<file path="config.mk">
export PLATFORM = sky130hd
export DESIGN_NAME = tlul_host_port
export DESIGN_NICKNAME = d
export VERILOG_FILES = /design/src/rtl/tlul_host_port.sv
export SDC_FILE = /design/constraint.sdc
export NUM_CORES = 1
export LEC_CHECK = 0
export CORE_ASPECT_RATIO = 1.5
export CORE_UTILIZATION = 35
export DETAILED_ROUTE_END_ITERATION = 6
export GPL_TIMING_DRIVEN = 0
export PLACE_DENSITY = 0.66
export SLEW_MARGIN = 30
export SYNTH_ARGS = -nofsm -noshare
export SYNTH_HDL_FRONTEND = slang
export SYNTH_SLANG_ARGS = --single-unit
</file>
<file path="constraint.sdc">
create_clock -name host_clock_i -period 6.31 [get_ports host_clock_i]
set_input_delay 1.262 -clock host_clock_i [delete_from_list [all_inputs] [get_ports host_clock_i]]
set_output_delay 1.262 -clock host_clock_i [all_outputs]
set_load 0.03 [all_outputs]
</file>
<file path="src/rtl/tlul_host_port.sv">
// Single-beat TileLink-UL initiator. It turns a command/response interface
// into A-channel Get/PutFullData/PutPartialData requests and collects the
// D-channel acknowledgements. Source IDs come from a free pool, so up to
// 2^TL_RS requests can be outstanding and they may complete out of order.
module tlul_host_port #(
  parameter int TL_RS = 4,
  parameter int AW    = 32
) (
  input  logic              host_clock_i,
  input  logic              host_reset_i,
  // command side
  input  logic              cmd_valid_i,
  output logic              cmd_ready_o,
  input  logic              cmd_write_i,
  input  logic [AW-1:0]     cmd_address_i,
  input  logic [3:0]        cmd_mask_i,
  input  logic [31:0]       cmd_data_i,
  output logic [TL_RS-1:0]  cmd_source_o,
  // A channel
  output logic [2:0]        host_a_opcode,
  output logic [2:0]        host_a_param,
  output logic [3:0]        host_a_size,
  output logic [TL_RS-1:0]  host_a_source,
  output logic [AW-1:0]     host_a_address,
  output logic [3:0]        host_a_mask,
  output logic [31:0]       host_a_data,
  output logic              host_a_corrupt,
  output logic              host_a_valid,
  input  logic              host_a_ready,
  // D channel
  input  logic [2:0]        host_d_opcode,
  input  logic [1:0]        host_d_param,
  input  logic [3:0]        host_d_size,
  input  logic [TL_RS-1:0]  host_d_source,
  input  logic              host_d_denied,
  input  logic [31:0]       host_d_data,
  input  logic              host_d_corrupt,
  input  logic              host_d_valid,
  output logic              host_d_ready,
  // response side
  output logic              rsp_valid_o,
  input  logic              rsp_ready_i,
  output logic [TL_RS-1:0]  rsp_source_o,
  output logic              rsp_write_o,
  output logic [31:0]       rsp_data_o,
  output logic              rsp_error_o,
  // status
  output logic              busy_o,
  output logic              unexpected_o
);

  localparam int NSRC = 1 << TL_RS;

  localparam logic [2:0] OP_PUT_FULL = 3'd0;
  localparam logic [2:0] OP_PUT_PART = 3'd1;
  localparam logic [2:0] OP_GET      = 3'd4;

  logic [NSRC-1:0]  busy_q, busy_d;
  logic [NSRC-1:0]  wr_q, wr_d;
  logic             a_valid_q, a_valid_d;
  logic [2:0]       a_opcode_q, a_opcode_d;
  logic [TL_RS-1:0] a_source_q, a_source_d;
  logic [AW-1:0]    a_address_q, a_address_d;
  logic [3:0]       a_mask_q, a_mask_d;
  logic [31:0]      a_data_q, a_data_d;
  logic             rsp_valid_q, rsp_valid_d;
  logic [TL_RS-1:0] rsp_source_q, rsp_source_d;
  logic             rsp_write_q, rsp_write_d;
  logic [31:0]      rsp_data_q, rsp_data_d;
  logic             rsp_error_q, rsp_error_d;
  logic             unexpected_q, unexpected_d;

  logic             free_found;
  logic [TL_RS-1:0] alloc_idx;
  logic             cmd_fire, a_fire, d_fire, d_hit;

  // D opcode/param/size and the low address bits are deliberately ignored.
  logic unused_inputs;
  assign unused_inputs = ^{host_d_opcode, host_d_param, host_d_size, cmd_address_i[1:0]};

  // Lowest-index free source: scan downward so the last hit is the lowest.
  always_comb begin
    free_found = 1'b0;
    alloc_idx  = '0;
    for (int i = NSRC - 1; i >= 0; i--) begin
      if (!busy_q[i]) begin
        free_found = 1'b1;
        alloc_idx  = TL_RS'(i);
      end
    end
  end

  assign cmd_ready_o  = free_found & (~a_valid_q | host_a_ready);
  assign cmd_source_o = alloc_idx;
  assign cmd_fire     = cmd_valid_i & cmd_ready_o;
  assign a_fire       = a_valid_q & host_a_ready;
  assign host_d_ready = ~rsp_valid_q | rsp_ready_i;
  assign d_fire       = host_d_valid & host_d_ready;
  assign d_hit        = busy_q[host_d_source];

  // Next-state for source pool, A request register and response register.
  always_comb begin
    busy_d       = busy_q;
    wr_d         = wr_q;
    a_valid_d    = a_valid_q;
    a_opcode_d   = a_opcode_q;
    a_source_d   = a_source_q;
    a_address_d  = a_address_q;
    a_mask_d     = a_mask_q;
    a_data_d     = a_data_q;
    rsp_valid_d  = rsp_valid_q;
    rsp_source_d = rsp_source_q;
    rsp_write_d  = rsp_write_q;
    rsp_data_d   = rsp_data_q;
    rsp_error_d  = rsp_error_q;
    unexpected_d = unexpected_q;

    // Free first: an allocated ID is never the one being freed this cycle.
    if (d_fire && d_hit) begin
      busy_d[host_d_source] = 1'b0;
    end
    if (cmd_fire) begin
      busy_d[alloc_idx] = 1'b1;
      wr_d[alloc_idx]   = cmd_write_i;
    end

    if (cmd_fire) begin
      a_valid_d   = 1'b1;
      a_source_d  = alloc_idx;
      a_address_d = {cmd_address_i[AW-1:2], 2'b00};
      a_data_d    = cmd_data_i;
      if (!cmd_write_i) begin
        a_opcode_d = OP_GET;
        a_mask_d   = 4'hF;
      end else begin
        a_opcode_d = (cmd_mask_i == 4'hF) ? OP_PUT_FULL : OP_PUT_PART;
        a_mask_d   = cmd_mask_i;
      end
    end else if (a_fire) begin
      a_valid_d = 1'b0;
    end

    if (d_fire && d_hit) begin
      rsp_valid_d  = 1'b1;
      rsp_source_d = host_d_source;
      rsp_write_d  = wr_q[host_d_source];
      rsp_data_d   = wr_q[host_d_source] ? 32'h0 : host_d_data;
      rsp_error_d  = host_d_denied | host_d_corrupt;
    end else if (rsp_valid_q && rsp_ready_i) begin
      rsp_valid_d = 1'b0;
    end

    if (d_fire && !d_hit) begin
      unexpected_d = 1'b1;
    end
  end

  // State registers; reset clears every outstanding request and payload.
  always_ff @(posedge host_clock_i or posedge host_reset_i) begin
    if (host_reset_i) begin
      busy_q       <= '0;
      wr_q         <= '0;
      a_valid_q    <= 1'b0;
      a_opcode_q   <= '0;
      a_source_q   <= '0;
      a_address_q  <= '0;
      a_mask_q     <= '0;
      a_data_q     <= '0;
      rsp_valid_q  <= 1'b0;
      rsp_source_q <= '0;
      rsp_write_q  <= 1'b0;
      rsp_data_q   <= '0;
      rsp_error_q  <= 1'b0;
      unexpected_q <= 1'b0;
    end else begin
      busy_q       <= busy_d;
      wr_q         <= wr_d;
      a_valid_q    <= a_valid_d;
      a_opcode_q   <= a_opcode_d;
      a_source_q   <= a_source_d;
      a_address_q  <= a_address_d;
      a_mask_q     <= a_mask_d;
      a_data_q     <= a_data_d;
      rsp_valid_q  <= rsp_valid_d;
      rsp_source_q <= rsp_source_d;
      rsp_write_q  <= rsp_write_d;
      rsp_data_q   <= rsp_data_d;
      rsp_error_q  <= rsp_error_d;
      unexpected_q <= unexpected_d;
    end
  end

  assign host_a_valid   = a_valid_q;
  assign host_a_opcode  = a_opcode_q;
  assign host_a_param   = 3'd0;
  assign host_a_size    = 4'd2;
  assign host_a_source  = a_source_q;
  assign host_a_address = a_address_q;
  assign host_a_mask    = a_mask_q;
  assign host_a_data    = a_data_q;
  assign host_a_corrupt = 1'b0;

  assign rsp_valid_o  = rsp_valid_q;
  assign rsp_source_o = rsp_source_q;
  assign rsp_write_o  = rsp_write_q;
  assign rsp_data_o   = rsp_data_q;
  assign rsp_error_o  = rsp_error_q;

  assign busy_o       = |busy_q;
  assign unexpected_o = unexpected_q;

endmodule

</file>
==> results.sh <==
export IMPL_wirelength_met1_um=7270
export IMPL_cp_start_kind="input port"
export IMPL_initial_core_util_pct=36.1
export IMPL_diodes=0
export IMPL_criticalPathCategory="in -> out"
export IMPL_r2r_start="busy_q[2]$_DFF_PP0_"
export IMPL_nNetsFinal=1068
export IMPL_pwr_share_seq_pct=34.0
export IMPL_synth_top_cell_area_share_pct=55.6
export IMPL_top_layer="met4"
export IMPL_syn_avg_cell_area_um2=9.48
export IMPL_io_pins=253
export IMPL_hold_depth=1
export IMPL_reg2reg_depth=7
export IMPL_io_buffers=228
export IMPL_internal_power_mw=2.38
export IMPL_fmax_ghz=0.248
export IMPL_rsz0062_at_grt="no"
export IMPL_dp_hpwl_um=13500
export IMPL_drc_errors=0
export IMPL_p_leak_nw=4.43
export IMPL_crit_fanout=4
export IMPL_final_util_pct=54.0
export IMPL_comb_power_share_pct=41.1
export IMPL_worst_r2r_endpoint="host_a_address[4]$_DFFE_PP0P_"
export IMPL_cp_arrival_ns=2.77
export IMPL_dieWidth_um=114
export IMPL_area_delta_synth_final_pct=49.5
export IMPL_grt_first_pass_wirelength_um=29200
export IMPL_dp_cells=1175
export IMPL_worst_slew_pin_slew_ns=0.641
export IMPL_clkPwrFrac_pct=25.0
export IMPL_synth_cell_type_count=48
export IMPL_cts_setup_buffers=0
export IMPL_fin_cells=1207
export IMPL_grt_total_usage_pct=19.6
export IMPL_antenna_found_initial=0
export IMPL_hp_class="reg -> reg"
export IMPL_seq_area_frac_synth_pct=55.6
export IMPL_hold_path_end="unexpected_o$_DFFE_PP0P_"
export IMPL_powerDensity_nw_per_um2=402
export IMPL_yosys_register_bits=145
export IMPL_critPathRequiredTime_ns=5.05
export IMPL_globalplace_congestion=0.850
export IMPL_vias_per_cell=4.62
export IMPL_synth_top_cell_by_area="dfrtp_1"
export IMPL_die_y_um=169
export IMPL_cts_inserted_buffers=17
export IMPL_cts_tree="done"
export IMPL_slew_viol_final=0
export IMPL_hold_start="unexpected_o$_DFFE_PP0P_"
export IMPL_period_needed_ns=4.03
export IMPL_drt_iter0_drc=168
export IMPL_clk_pin_slew_ns=0.06
export IMPL_cts_root_buf="clkbuf_16"
export IMPL_first_global_vias=5523
export IMPL_power_total_mw=3.93
export IMPL_drt_pass1_iter_count=6
export IMPL_dr_total_vias=5575
export IMPL_ir_drop_mv=0.166
export IMPL_clock_sinks=145
export IMPL_grt_max_degree=82
export IMPL_holdWs_ns=0.464
export IMPL_synth_area_um2=6530
export IMPL_setup_viol=0
export IMPL_cp_end_kind="primary output"
export IMPL_rows=60
export IMPL_clockBufferDepth=2
export IMPL_hold_viol=0
export IMPL_power_switching_mw=1.54
export IMPL_routed_wl_um=18300
export IMPL_maxCapViolCount=0
export IMPL_wl_met2_um=9460
export IMPL_dieArea_um2=19200
export IMPL_cts_hold_buf=0
export IMPL_drive_above_1_share_pct=13.3
export IMPL_clk_latency_ns=0.43
export IMPL_ant_nets=0
export IMPL_met3WireLength_um=1050
export IMPL_synthTopCellsByArea="dfrtp_1, nand2_1, a21oi_2, nor2_1, buf_4"
export IMPL_swShare_pct=39.3
export IMPL_tns_ns=0
export IMPL_relSlewSlack_pct=57.3
export IMPL_synth_warnings=0
export IMPL_h_tree_depth=4
export IMPL_core_area_um2=18100
export IMPL_reg2reg_setup_slack_ns=4.15
export IMPL_status="complete, no violations"
export IMPL_wl_per_cell_um=15.2
export IMPL_gr_total_overflow=0
export IMPL_skew_ns=0.0156
export IMPL_netlist_instances=689
export IMPL_min_period_over_period_pct=63.9
export IMPL_cts_resized=0
export IMPL_nFillCells=1651
## how the worst max path moves through the flow
stage                       startpoint                        endpoint  depth (start not counted)
after floorplan           host_reset_i             busy_q[0]$_DFF_PP0_                          1
after global placement    host_reset_i  host_a_address[14]$_DFFE_PP0P_                          2
after detailed placement  host_a_ready                     cmd_ready_o                          4
after CTS                 host_a_ready                     cmd_ready_o                          4
after global routing      host_a_ready                     cmd_ready_o                          4
final                     host_a_ready                     cmd_ready_o                          4
## worst max-delay path, stage by stage
cell             delay, ns
clkdlybuf4s50_1       0.45
nand2b_1              0.17
a21boi_0              0.19
clkdlybuf4s50_1       0.71
## cell usage after synthesis (all sizes together)
master and count:
a22oi 3, o21ai 25, a21o 3, nor3 6, or2 2, clkbuf 10
a21oi 41, and3 1, o2bb2ai 1, nand2 253, mux2 20, buf 39
a2bb2oi 2, a31o 1, and2 4, nand4 7, a31oi 6, nand2b 7
o22ai 1, dfrtp 145, o221ai 1, mux2i 8, a21boi 3, or3 2
a221oi 2, nand3 13, conb 2, and4 1, mux4 4, nor3b 1
inv 13, nor2 52, nor4 5, nor2b 5
## cells in the final DEF, fill, tap and decap left out, types with 7 or more instances in the layout
cell type,synthesis,layout
conb_1,2,11
inv_1,12,11
a21oi_2,25,25
nand2_1,253,253
dfrtp_1,145,145
nor2_1,52,52
nand2b_1,7,7
mux2i_1,8,8
nand4_1,7,7
buf_4,21,21
clkbuf_1,10,10
clkbuf_16,0,17
mux2_2,8,8
a21oi_1,15,15
nand3_1,10,10
clkdlybuf4s50_1,0,228
o21ai_0,23,23
buf_2,15,15
mux2_1,10,10
## routing by layer
metal,vias to the layer above,track usage [%]
li1,2748,-
met1,2609,22.5
met2,187,34.4
met3,31,4.79
met4,0,8.35
met5,-,0
## cell families (layout without fill, tap and decap cells)
group	count (synthesis)	in the layout	share of synthesized area [%]
compound gates	89	89	9.92
simple gates	359	359	22.8
buf+inv	62	323	5.40
flops	145	145	55.6
other cells	2	11	0.115
mux	32	32	6.17
## state kept, by name, summed over array words and instances (netlist names), 4 cells and up
register	cells
wr_q	16
host_a_mask	4
rsp_data_o	32
host_a_data	32
busy_q	16
rsp_source_o	4
host_a_source	4
host_a_address	30
## through the flow
stage	area, µm²	worst slack [ns]
3_5_place_dp	9190	2.27
2_1_floorplan	6570	1.15
6_report	9760	2.28
4_1_cts	9760	2.26
5_1_grt	9760	2.23
3_3_place_gp	9160	-1.13
## power groups by stage
stage / Clock (mW) / Sequential, mW / Combinational (mW)
global route: 1.04 / 1.37 / 1.73
global placement: 0 / 1.34 / 1.61
finish: 0.981 / 1.33 / 1.61
CTS: 1.00 / 1.33 / 1.63
detailed placement: 0 / 1.35 / 1.62
floorplan: 0 / 1.69 / 0.617
## final cells by class
cell class	count	area [µm²]	area share (%)
Timing Repair Buffer	229	2310	23.7
Multi-Input combinational cell	491	2580	26.5
Tap cell	248	310	3.18
Buffer	49	304	3.11
Sequential cell	145	3630	37.2
Inverter	13	56.3	0.577
Clock buffer	19	453	4.64
Clock inverter	13	119	1.22
No activity file was read; power rests on OpenSTA's default activity.
